$ cat config.mk
export PLATFORM = sky130hd
export DESIGN_NAME = arb_burst_channel
export DESIGN_NICKNAME = d
export VERILOG_FILES = /design/src/rtl/arb_burst_channel.sv
export SDC_FILE = /design/constraint.sdc
export NUM_CORES = 1
export LEC_CHECK = 0
export BUFFER_PORTS_ARGS = -buffer_cell sky130_fd_sc_hd__buf_2
export CAP_MARGIN = 0
export CORE_MARGIN = 2
export CORE_UTILIZATION = 42
export CTS_BUF_LIST = sky130_fd_sc_hd__clkbuf_8 sky130_fd_sc_hd__clkbuf_16
export CTS_CLUSTER_SIZE = 16
export DETAILED_ROUTE_END_ITERATION = 12
export PLACE_DENSITY = 0.74
export SLEW_MARGIN = 40
export SYNTH_ARGS = -nofsm -noshare
export SYNTH_HDL_FRONTEND = slang
export SYNTH_SLANG_ARGS = --single-unit
export TNS_END_PERCENT = 20
$ cat constraint.sdc
create_clock -name clock -period 2.05 [get_ports clock]
set_input_delay 0.5125 -clock clock [delete_from_list [all_inputs] [get_ports clock]]
set_output_delay 0.5125 -clock clock [all_outputs]
set_load 0.05 [all_outputs]
$ cat src/rtl/arb_burst_channel.sv
// Burst channel behind the 4-agent request/grant arbiter: moves one granted agent's burst
// onto a single registered output stream, with done pulses and abort/timeout/grant errors.
//
// state     | meaning
// ----------+------------------------------------------------------------------
// S_IDLE    | no burst; waiting for exactly one grant
// S_XFER    | moving beats from the latched source agent to the output register
// S_RELEASE | burst over; waiting for all grants low and the output drained
// S_ERR     | several grants seen at once; err is high for this one cycle
module arb_burst_channel #(
    parameter int DATA_W    = 8,
    parameter int MAX_BEATS = 16,
    parameter int TIMEOUT   = 32
) (
    input  logic                         clock,
    input  logic                         reset,
    input  logic                         gnt_0,
    input  logic                         gnt_1,
    input  logic                         gnt_2,
    input  logic                         gnt_3,
    input  logic                         vld_0,
    input  logic                         vld_1,
    input  logic                         vld_2,
    input  logic                         vld_3,
    input  logic [DATA_W-1:0]            dat_0,
    input  logic [DATA_W-1:0]            dat_1,
    input  logic [DATA_W-1:0]            dat_2,
    input  logic [DATA_W-1:0]            dat_3,
    input  logic                         last_0,
    input  logic                         last_1,
    input  logic                         last_2,
    input  logic                         last_3,
    output logic                         rdy_0,
    output logic                         rdy_1,
    output logic                         rdy_2,
    output logic                         rdy_3,
    output logic                         out_valid,
    output logic [DATA_W-1:0]            out_data,
    output logic [1:0]                   out_src,
    output logic                         out_last,
    input  logic                         out_ready,
    output logic                         done_0,
    output logic                         done_1,
    output logic                         done_2,
    output logic                         done_3,
    output logic                         err,
    output logic [$clog2(MAX_BEATS):0]   beat_cnt
);

    localparam int CNT_W   = $clog2(MAX_BEATS) + 1;
    localparam int STALL_W = $clog2(TIMEOUT + 1);

    typedef enum logic [1:0] {
        S_IDLE,
        S_XFER,
        S_RELEASE,
        S_ERR
    } state_t;

    state_t               state;
    state_t               state_nxt;
    logic [1:0]           src;
    logic [STALL_W-1:0]   stall_cnt;
    logic [3:0]           done_q;
    logic [3:0]           done_nxt;
    logic                 err_nxt;
    logic                 start;

    logic [3:0]           gnt_vec;
    logic [3:0]           vld_vec;
    logic [3:0]           lst_vec;
    logic [DATA_W-1:0]    dat_arr [4];
    logic [1:0]           gnt_idx;
    logic                 gnt_one;
    logic [3:0]           rdy_vec;
    logic                 src_ready;
    logic                 take_beat;
    logic                 end_beat;
    logic                 stall_out;

    assign gnt_vec    = {gnt_3, gnt_2, gnt_1, gnt_0};
    assign vld_vec    = {vld_3, vld_2, vld_1, vld_0};
    assign lst_vec    = {last_3, last_2, last_1, last_0};
    assign dat_arr[0] = dat_0;
    assign dat_arr[1] = dat_1;
    assign dat_arr[2] = dat_2;
    assign dat_arr[3] = dat_3;

    // Exactly one grant bit set: non-zero and clearing the lowest set bit leaves nothing.
    assign gnt_one = (gnt_vec != 4'b0) && ((gnt_vec & (gnt_vec - 4'd1)) == 4'b0);

    always_comb begin
        gnt_idx = 2'd0;
        for (int i = 0; i < 4; i++) begin
            if (gnt_vec[i]) gnt_idx = 2'(i);
        end
    end

    // A dropped grant masks ready, so grant loss always wins over an offered beat.
    always_comb begin
        src_ready = 1'b0;
        rdy_vec   = 4'b0;
        if (state == S_XFER && gnt_vec[src]) begin
            src_ready = !out_valid || out_ready;
        end
        rdy_vec[src] = src_ready;
    end

    assign take_beat = src_ready && vld_vec[src];
    assign end_beat  = take_beat && (lst_vec[src] || beat_cnt == CNT_W'(MAX_BEATS - 1));
    assign stall_out = (stall_cnt == STALL_W'(TIMEOUT - 1));

    always_comb begin
        state_nxt = state;
        done_nxt  = 4'b0;
        err_nxt   = 1'b0;
        start     = 1'b0;
        case (state)
            S_IDLE: begin
                if (gnt_one) begin
                    start     = 1'b1;
                    state_nxt = S_XFER;
                end else if (gnt_vec != 4'b0) begin
                    err_nxt   = 1'b1;
                    state_nxt = S_ERR;
                end
            end
            S_XFER: begin
                if (!gnt_vec[src]) begin
                    err_nxt   = 1'b1;
                    state_nxt = S_RELEASE;
                end else if (end_beat) begin
                    done_nxt[src] = 1'b1;
                    state_nxt     = S_RELEASE;
                end else if (!take_beat && stall_out) begin
                    err_nxt   = 1'b1;
                    state_nxt = S_RELEASE;
                end
            end
            S_RELEASE: begin
                if (gnt_vec == 4'b0 && !out_valid) state_nxt = S_IDLE;
            end
            S_ERR: begin
                state_nxt = S_RELEASE;
            end
            default: begin
                state_nxt = S_IDLE;
            end
        endcase
    end

    always_ff @(posedge clock) begin
        if (reset) begin
            state     <= S_IDLE;
            src       <= 2'd0;
            beat_cnt  <= '0;
            stall_cnt <= '0;
            done_q    <= 4'b0;
            err       <= 1'b0;
        end else begin
            state  <= state_nxt;
            done_q <= done_nxt;
            err    <= err_nxt;
            if (start) begin
                src       <= gnt_idx;
                beat_cnt  <= '0;
                stall_cnt <= '0;
            end else if (take_beat) begin
                beat_cnt  <= beat_cnt + 1'b1;
                stall_cnt <= '0;
            end else if (state == S_XFER) begin
                stall_cnt <= stall_cnt + 1'b1;
            end
        end
    end

    // Output register: a held beat stays put until out_ready; a beat still held at
    // abort or timeout drains normally with whatever out_last it was loaded with.
    always_ff @(posedge clock) begin
        if (reset) begin
            out_valid <= 1'b0;
            out_data  <= '0;
            out_src   <= 2'd0;
            out_last  <= 1'b0;
        end else if (take_beat) begin
            out_valid <= 1'b1;
            out_data  <= dat_arr[src];
            out_src   <= src;
            out_last  <= end_beat;
        end else if (out_ready) begin
            out_valid <= 1'b0;
        end
    end

    assign rdy_0  = rdy_vec[0];
    assign rdy_1  = rdy_vec[1];
    assign rdy_2  = rdy_vec[2];
    assign rdy_3  = rdy_vec[3];
    assign done_0 = done_q[0];
    assign done_1 = done_q[1];
    assign done_2 = done_q[2];
    assign done_3 = done_q[3];

endmodule

; Yosys cells after proc, flatten, opt, wreduce, memory -nomap -nowiden
; Cells that the tools add are included.
[totals]
inputBits = 47
elab_cells = 82
ff_bits = 32
out_inout_bits = 26
[classes]
n_eq_ne = 8
mux = 32
addsub = 3
bitwise = 6
n_reduce_logical = 20
n_lt_le_gt_ge = 3
[ops]
columns = operator, count
row1 = $bmux 8 s2, 1
row2 = $mux 2, 8
row3 = $mux 8, 2
row4 = $mux 1, 15
row5 = $and 4x4->4, 2
row6 = $logic_not 4->1, 2
row7 = $pmux 2 s4, 1
row8 = $logic_and 1x1->1, 7
row9 = $add 6x1->6 const B, 1
row10 = $bmux 1 s2, 3
row11 = $eq 6x5->1 const B, 1
row12 = $add 5x1->5 const B, 1
row13 = $eq 5x4->1 const B, 1
row14 = $eq 2x2->1 const B, 2
row15 = $ne 4x3->1 const B, 1
row16 = $reduce_bool 4->1, 1
row17 = $reduce_or 4->1, 1
row18 = $sub 4x1->4 const B, 1
row19 = $ge 3x3->1 const B, 1
row20 = $lt 2x3->1 const B, 1
row21 = $ne 3x3->1 const B, 1
row22 = $not 1->1, 3
row23 = $not 2->3, 1
row24 = $reduce_and 3->1, 1
row25 = other kinds (11), 13

; Depth between registers and ports, before layout
; Gate-level depths: netlist of the first run.
[depth]
ltp_word = 11
ltp_mapped = 6
ltp_nobuf = 6

; Worst setup path after synthesis of the first run
; Ideal clock, no wire load.
[synth_path]
kind = input to output
from = input port gnt_1
to = output port rdy_0
setup_slack_ns = -0.733
required_time_ns = 1.537
path_buffers = 1
arrival_time_ns = 2.271
stages = 4
path_cell_list = clkbuf_1 -> mux4_2 -> nand3_1 -> nor3_1
[synth_between]
elab_chain_len = 5
[synth_lines]
columns = item, line_no
row1 = from (decl), 18  ; input logic gnt_1,
row2 = $bmux 1 s2, 103  ; if (state == S_XFER && gnt_vec[src]) begin
row3 = $mux 1 (not written as such), 103
row4 = $logic_and 1x1->1, 103
row5 = $mux 1, 103
row6 = $and 4x4->4 (no line), -
row7 = to (decl), 33  ; output logic rdy_0,
; No other way between the ends. The select of a mux whose other input is x is not followed.

; Worst setup path after layout of the first run
[layout_path]
from = register src[1]
to = output port rdy_0
[layout_between]
elab_chain_len = 5
word_cells_on_any_way = 10
classes_between = order compare (2) / mux (5) / bitwise (1) / reduce/logical (2)
[layout_lines]
columns = item, line_no
row1 = from (decl), 62  ; logic [1:0] src;
row2 = from (signal assigned), 165  ; src <= gnt_idx;
row3 = $lt 2x3->1 (not written as such) (tied with other cells), 106  ; rdy_vec[src] = src_ready;
row4 = $logic_and 1x1->1 (not written as such) / $mux 1 (equally long branches), "106, 103"
row5 = $mux 1 (not written as such) / $logic_and 1x1->1 (equally long branches), "106, 103"
row6 = $demux 1 s2 / $mux 1 (equally long branches), "106, 103"
row7 = $and 4x4->4 (no line) (*), -
; Mark *: on every way between the ends. The rest lies on a longest branch, timed or not. The select of a mux whose other input is x is not followed.

==> flow_results.org, run 1 <==
** Synthesis
- By area the synthesized netlist is led by dfxtp_1, mux4_2, nand2_1.
- Synthesized area divided by synthesized cell count :: 9.45 um^2
- Number of instances in the synthesized netlist :: 178
- The mapped netlist covers 0.00168 mm^2.
- Synthesis produced a netlist with a net count of 228.
- Part of the Yosys area used for sequential elements :: 38.1%
- Share of synthesized registers carrying an async set or reset :: 0%
- Counting flops and latches in the post-synthesis netlist gives 32.
- Largest area contributor in the synthesized netlist :: dfxtp_1
- Main flop type after synthesis :: dfxtp_1
- Counting flops with a built-in enable in the synthesized netlist gives 0.
- Area share of the leading cell type in the synthesized netlist :: 38.1%
- Counting distinct cell types in the post-synthesis netlist gives 38.
- Warnings, synthesis :: 0

** GRT
- Wire length of the first global-routing pass :: 6350 um
- Global routing used 19.1% of the available tracks across all layers.
- The total overflow left after global routing is 0.
- Maximum number of pins on one net before global-route repair :: 20
- Initial antenna violation count :: 0
- The via count of the first global-routing pass came to 1429.

** Clock tree
- At the later pin of the worst-skew pair, clock insertion delay measures 280 ps.
- The H-tree generated during clock tree synthesis spans 2 levels.
- Clock slew at the register clock pins of the worst setup and hold paths :: 60 ps
- TritonCTS built the clock tree.
- Max clock buf depth :: 2
- Clk root buf :: clkbuf_8
- CTS Buf Count :: 5
- Sink Count :: 32
- Post-CTS Hold Fix Bufs :: 0

** STA
- Subtracting the final worst setup slack from the clock period gives 2060 ps.
- Unrepaired setup endpoints after global routing :: true
- Worst Setup Slack, final :: -14.8 ps
- Pins Over Slew Limit :: 0
- After layout, the worst path uses 101% of the clock period.
- Final hold slack :: 451 ps
- Across the routed clock network, the largest skew measured is 6.99 ps.
- Peak Freq :: 0.484 GHz
- Slew of the pin with the lowest slew margin :: 394 ps
- Final setup violation count :: 4
- Final Hold Fails :: 0
- Normalized max-slew margin :: 73.5%

** Drt
- Average routed wire per standard cell :: 13.1 um
- In this run, the number of DRC markers left after iteration 0 of detailed routing was 98.
- The detail route stage leaves a number of antenna-violating nets equal to 0.
- Count of TritonRoute iterations in the first routing pass :: 4
- Number of vias in the routed layout :: 1574
- Wirelength, routed :: 4010 um
- Vias per cell :: 5.14
- DRC Markers :: 0

** Pwr
- For this design the ratio of total power to cell area is 689 mW/mm^2.
- The worst-case IR drop observed on VDD is 0.326 mV.
- Static leakage :: 0.973 nW

** Setup path
- For the worst setup path, the data arrival time is 1550 ps.
- Worst setup slack for register-to-register paths :: 250 ps
- Critical path type :: flop to output port
- STA puts the critical path data required time at 1540 ps.
- Crit start category :: flop
- The worst setup path is captured at an output port.
- Of all nets on the critical path, the largest fanout is 4.

** Floorplan
- Once the floorplan was initialized, standard cells occupied 43.0% of the core.
- The die covers 0.00453 mm^2.
- Num rows :: 23
- The core region is 0.00391 mm^2.
- Chip Height :: 67.3 um
- Die width :: 67.3 um
- Pin placement for this block handled 73 I/O pins.

** Placement
- Final RePlAce weighted congestion :: 0.781
- The count of buffers added on input and output ports is 72.
- After detailed placement, the design holds a cell count of 298.
- Once detailed placement completed, the half-perimeter wirelength came to 3100 um.
- After detailed placement, the total cell area comes to 0.00217 mm^2.

** Worst hold path
- The path class of the tightest hold or removal check is flop to flop.

** Finish
- The finished cells cover 0.00231 mm^2.
- Share of final-layout standard cells stronger than drive strength 1 :: 44.9%
- Commonest non-fill, non-tap cell in the layout :: buf_2
- 0 antenna diodes ended up in the layout.
- Cells fill 59.1% of the core in the end.
- Top library cells by usage in the layout, fill and taps aside :: buf_2, dfxtp_1, nand2_1
- Counting the fill cells in the layout gives 385.
- Final cell count without fillers :: 306
- Net count of the finished layout :: 305
- Area Overhead vs Synth :: 37.5%

** Run status
- The flow ran to the end, but the final reports show violations.
- The checks that failed: setup timing.

** Run
- Max-cap violations in this run came to 0.
layout make-up:
class | instances | area (um^2) | share of cell area, %
Timing Repair Buffer | 86 | 494 | 21.4
Multi-Input combinational cell | 127 | 992 | 42.9
Clock inverter | 3 | 42.5 | 1.84
Sequential cell | 32 | 642 | 27.7
Inverter | 3 | 11.3 | 0.487
Clock buffer | 5 | 68.8 | 2.97
Tap cell | 50 | 62.6 | 2.70
report_power, final:
| group | total (mW) | switching [mW] | internal [mW] |
|---|---|---|---|
| Clock | 0.589 | 0.230 | 0.359 |
| Sequential | 0.661 | 0.0154 | 0.646 |
| Combinational | 0.345 | 0.191 | 0.154 |
| Total | 1.59 | 0.436 | 1.16 |
cells by family after synthesis:
| kind of cell | Yosys count | synth area share (%) |
|---|---|---|
| buf+inv | 19 | 5.72 |
| mux | 14 | 16.7 |
| fa+ha+maj | 4 | 2.83 |
| simple gates | 72 | 21.3 |
| compound gates | 28 | 10.7 |
| xor+xnor | 9 | 4.68 |
| flops | 32 | 38.1 |
registers in the layout, indices dropped and copies added (netlist names):
name / cells
done_q: 4
out_last: 1
out_valid: 1
err: 1
stall_cnt: 6
out_src: 2
src: 2
state: 2
out_data: 8
beat_cnt: 5
stage by stage:
| step | setup TNS [ps] | worst slack, ps | power [mW] |
|---|---|---|---|
| detailed placement | -105 | -33.8 | 1.02 |
| floorplan | -24.4 | -24.4 | 0.924 |
| finish | -29.9 | -14.8 | 1.59 |
| CTS | -98.5 | -32.5 | 1.61 |
| global placement | -83.1 | -25.1 | 1.01 |
| global route | -243 | -67.6 | 1.68 |
synth_stat cells, types with 2 or more instances:
cell type	n
nor4b_1	2
a21oi_1	11
or3_1	4
dfxtp_1	32
o21ai_0	5
nor3_1	5
mux2i_1	3
a31oi_1	2
xnor2_1	3
mux4_2	10
nor4_1	7
buf_1	2
nand3_1	2
nand2_1	27
o21a_1	3
buf_2	5
nand4_1	3
nand2b_1	3
a211oi_1	2
ha_1	3
inv_1	3
and3_1	2
xor2_1	6
nor2_1	13
clkbuf_1	6
buf_6	2
per-layer routing:
metal  share of wire [%]  track usage [%]
met3                 6.8             4.83
met4                 1.4             8.16
met5                   0                0
met2                  51             33.2
met1                  40             22.1
repair_timing:
item                                    CTS  global route
buffers inserted                          0             0
gates resized for setup                   9             1
endpoints found under the setup margin    4             4
pin swaps                                 3             1
path summary, 6_finish.rpt:
path,startpoint,end,cells after the start
setup / recovery,src[1]$_SDFFE_PP0P_,rdy_0,4
hold / removal,out_data[6]$_SDFFE_PP0P_,out_data[6]$_SDFFE_PP0P_,2
setup reg to reg,src[0]$_SDFFE_PP0P_,state[0]$_SDFFE_PP0P_,5
hold reg to reg,out_data[6]$_SDFFE_PP0P_,out_data[6]$_SDFFE_PP0P_,2
worst max-delay path, cell delays in order (launching register included):
cell and delay (ps):
dfxtp_2 350, mux4_2 560, nand3_4 160, nor3_4 50, buf_6 150
Note: power is estimated with default switching activity, not from simulation.
==> run 2: changes to the inputs <==
- RECOVER_POWER: not set -> 50
==> run 2 against run 1 <==
Net effect: the run still ends with setup timing left; largest power group unchanged; global-route usage did not move; routed wire length grew 0.25%; largest cell class unchanged; worst hold slack improved by 3.9 ps; final cell count is the same; final area is 1.6% lower.
==> flow_results.org, run 2 (synthesized netlist as in run 1, its figures left out) <==
** STA
- The time the worst path needs with I/O delays and setup was 2070 ps (was 2060 ps).
- Final setup violation count :: 4 (unchanged)
- Pins Over Slew Limit :: 0 (unchanged)
- The actual slew at the worst max-slew pin came to 644 ps (was 394 ps).
- Setup_tns :: -33.1 ps (was -29.9 ps)
- Unrepaired setup endpoints after global routing: true (unchanged).
- Worst Setup Slack, final :: -15.5 ps (was -14.8 ps)
- Max Clock Skew :: 6.98 ps (was 6.99 ps)
- The hold violation total from the final report is 0 (unchanged).
- The relative slew slack came to 57.1% (was 73.5%).
- The maximum clock frequency is 0.484 GHz (about the same).
- Final cycle utilization of the critical path :: 101% (about the same)

** Setup path
- The worst reg-to-reg setup slack is 140 ps (was 250 ps).
- Endpoint of the worst register-to-register path :: out_data[3]$_SDFFE_PP0P_ (was state[0]$_SDFFE_PP0P_)
- The family with the most delay on the worst path was multiplexers (unchanged).
- Crit-path cells :: mux4_2 -> nand3_4 -> nor3_4 -> buf_6 (unchanged)
- The startpoint kind of the worst setup timing path was a flop (unchanged).
- The startpoint of the most critical register-to-register path was src[1]$_SDFFE_PP0P_ (was src[0]$_SDFFE_PP0P_).
- Highest fanout seen on the critical path :: 4 (unchanged)
- Critical path type :: flop to output port (unchanged)
- Slowest-stage cell, CP :: mux4_2 (unchanged)
- The required time at the endpoint of the critical path came to 1540 ps (about the same).
- The data arrival time of the critical path was 1550 ps (about the same).
- CP Capture Type :: output port (unchanged)
- The number of cells on the critical path came to 4 (unchanged).
- Max incr delay on CP :: 560 ps (about the same)
- Total buffers and inverters traversed by the critical path :: 1 (unchanged)
- CP Capture Point :: rdy_0 (unchanged)
- The path depth of the worst reg2reg path is 6 (was 5).
- The first element of the critical path is src[1]$_SDFFE_PP0P_ (unchanged).

** Finish
- Antenna Diode Count :: 0 (unchanged)
- The register containing the most flip-flops in the final layout is out_data (unchanged).
- Final cell count without fillers :: 306 (unchanged)
- Share of final-layout standard cells stronger than drive strength 1 :: 35.5% (was 44.9%)
- Max reg flops :: 8 (unchanged)
- The post-synthesis to final-layout area growth is 35.2% (was 37.5%).
- The final-stage net count came to 305 (unchanged).
- Top library cells by usage in the layout, fill and taps aside: buf_2, dfxtp_1, nand2_1 (unchanged).
- Registers with the most flip-flops :: out_data: 8 flops, stall_cnt: 6 flops, beat_cnt: 5 flops (unchanged)
- Commonest non-fill, non-tap cell in the layout :: buf_2 (unchanged)
- Number of fill cells in the layout :: 394 (was 385)

** Clock tree
- The clock sink count was 32 (unchanged).
- Worst skew pair latency :: 280 ps (about the same)
- The total setup buffers inserted after CTS was 0 (unchanged).
- Clock slew at the register clock pins of the worst setup and hold paths :: 60 ps (about the same)
- The maximum count of clock buffers along a single path was 2 (unchanged).
- CTS tree :: built (unchanged)
- CTS HTree Levels :: 2 (unchanged)
- The cts-stage hold buffer count is 0 (unchanged).
- The CTS buffer count is 5 (unchanged).
- Clk root buf :: clkbuf_8 (unchanged)

** Run status
- Failing checks: setup timing (unchanged).
- Status :: complete, but fails checks (unchanged)

** Drt
- The via-per-instance ratio was 5.13 (was 5.14).
- The number of iterations in the first detailed-routing pass is 4 (unchanged).
- The total number of vias was 1570 (was 1574).
- Remaining number of nets flagged by the antenna check after routing :: 0 (unchanged)
- DRC Markers :: 0 (unchanged)
- Drt initial violations :: 85 (was 98)
- The average routed wire per standard cell is 13.1 um (about the same).
- Wirelength, routed :: 4020 um (was 4010 um)

** Placement
- The placed cell count came to 298 (unchanged).
- Detailed-placement wirelength estimate :: 3100 um (unchanged)
- The setup slack at placement was -33.8 ps (unchanged).
- Buffers added on ports :: 72 (unchanged)
- Final RePlAce weighted congestion :: 0.781 (unchanged)

** GRT
- Initial antenna violation count :: 0 (unchanged)
- The total global routing overflow came to 0 (unchanged).
- The maximum number of pins on one net before global-route repair came to 20 (unchanged).
- Via count of the first global-routing pass :: 1429 (unchanged)
- Global-route usage over all layers :: 19.1% (unchanged)
- Wire length of the first global-routing pass :: 6350 um (unchanged)

** Worst hold path
- The type of the worst min-delay path is flop to flop (unchanged).

** Pwr
- Maximum ir drop on the vdd rail :: 0.326 mV (about the same)
- The static power due to leakage came to 0.869 nW (was 0.973 nW).
- The ratio of total power to cell area is 698 mW/mm^2 (was 689 mW/mm^2).
- Overall power :: 1.59 mW (about the same)

** Floorplan
- Overall die area :: 0.00453 mm^2 (unchanged)
- Chip Height :: 67.3 um (unchanged)
- The number of primary I/O pins is 73 (unchanged).
- Num rows :: 23 (unchanged)
- Die width :: 67.3 um (unchanged)
- The area of the placeable core came to 0.00391 mm^2 (unchanged).
- The starting density of the core was 43.0% (unchanged).

** Run
- Number of maximum-capacitance violations :: 0 (unchanged)
[run 2: changes by cell type in the layout (fill, tap and decap cells not counted)]
cell      before  now
clkbuf_2       0    1
buf_2         68   46
clkbuf_1       0   24
buf_4         14   11
[run 2: worst min path at each step]
stage,from,to,slack (ps),depth (start not counted)
finish,out_data[6]$_SDFFE_PP0P_,out_data[6]$_SDFFE_PP0P_,450,2
CTS,out_data[6]$_SDFFE_PP0P_,out_data[6]$_SDFFE_PP0P_,450,2
detailed placement,out_data[6]$_SDFFE_PP0P_,out_data[6]$_SDFFE_PP0P_,440,2
global placement,out_src[1]$_SDFFE_PP0P_,out_src[1]$_SDFFE_PP0P_,440,2
global route,out_data[6]$_SDFFE_PP0P_,out_data[6]$_SDFFE_PP0P_,470,2
floorplan,stall_cnt[1]$_SDFFE_PP0P_,stall_cnt[1]$_SDFFE_PP0P_,510,2
[run 2: repair_timing]
action,CTS,global route
resized for setup,9,1
pin swaps,3,1
setup endpoints to repair,4,4
gates cloned,0,0
[run 2: stage by stage]
| step | util [%] | instance area, um^2 | hold slack (ps) |
|---|---|---|---|
| final | 58.2 | 2280 | 455 |
| after global routing | 58.2 | 2280 | 470 |
| after detailed placement | 55.5 | 2170 | 444 |
| after global placement | 55.5 | 2170 | 440 |
| after floorplan | - | 1770 | 510 |
| after CTS | 59.0 | 2310 | 453 |
[run 2: tightest hold or removal path, stage by stage (launching register included)]
cell and delay (ps):
dfxtp_1 310, nand2_1 50, a21oi_1 50
[run 2: layout make-up]
| cell class | instances | area, um^2 | area share, % |
|---|---|---|---|
| multi-input cells | 127 | 992 | 43.6 |
| flip-flops and latches | 32 | 642 | 28.2 |
| repair buffers | 86 | 457 | 20.1 |
| clock buffers | 5 | 68.8 | 3.02 |
| well taps | 50 | 62.6 | 2.75 |
| clock inverters | 3 | 42.5 | 1.87 |
| inverters | 3 | 11.3 | 0.495 |
[run 2: where the power goes]
| part | internal, mW | switching [mW] |
|---|---|---|
| sequential | 0.646 | 0.0157 |
| combinational | 0.148 | 0.190 |
| clock | 0.359 | 0.230 |
| total | 1.15 | 0.436 |
[run 2: layer usage]
metal | vias to the layer above | routed length (um) | track usage, %
met4 | 0 | 55 | 8.16
met2 | 49 | 2060 | 33.2
li1 | 798 | - | -
met3 | 4 | 269 | 4.83
met1 | 719 | 1630 | 22.1
met5 | - | 0 | 0
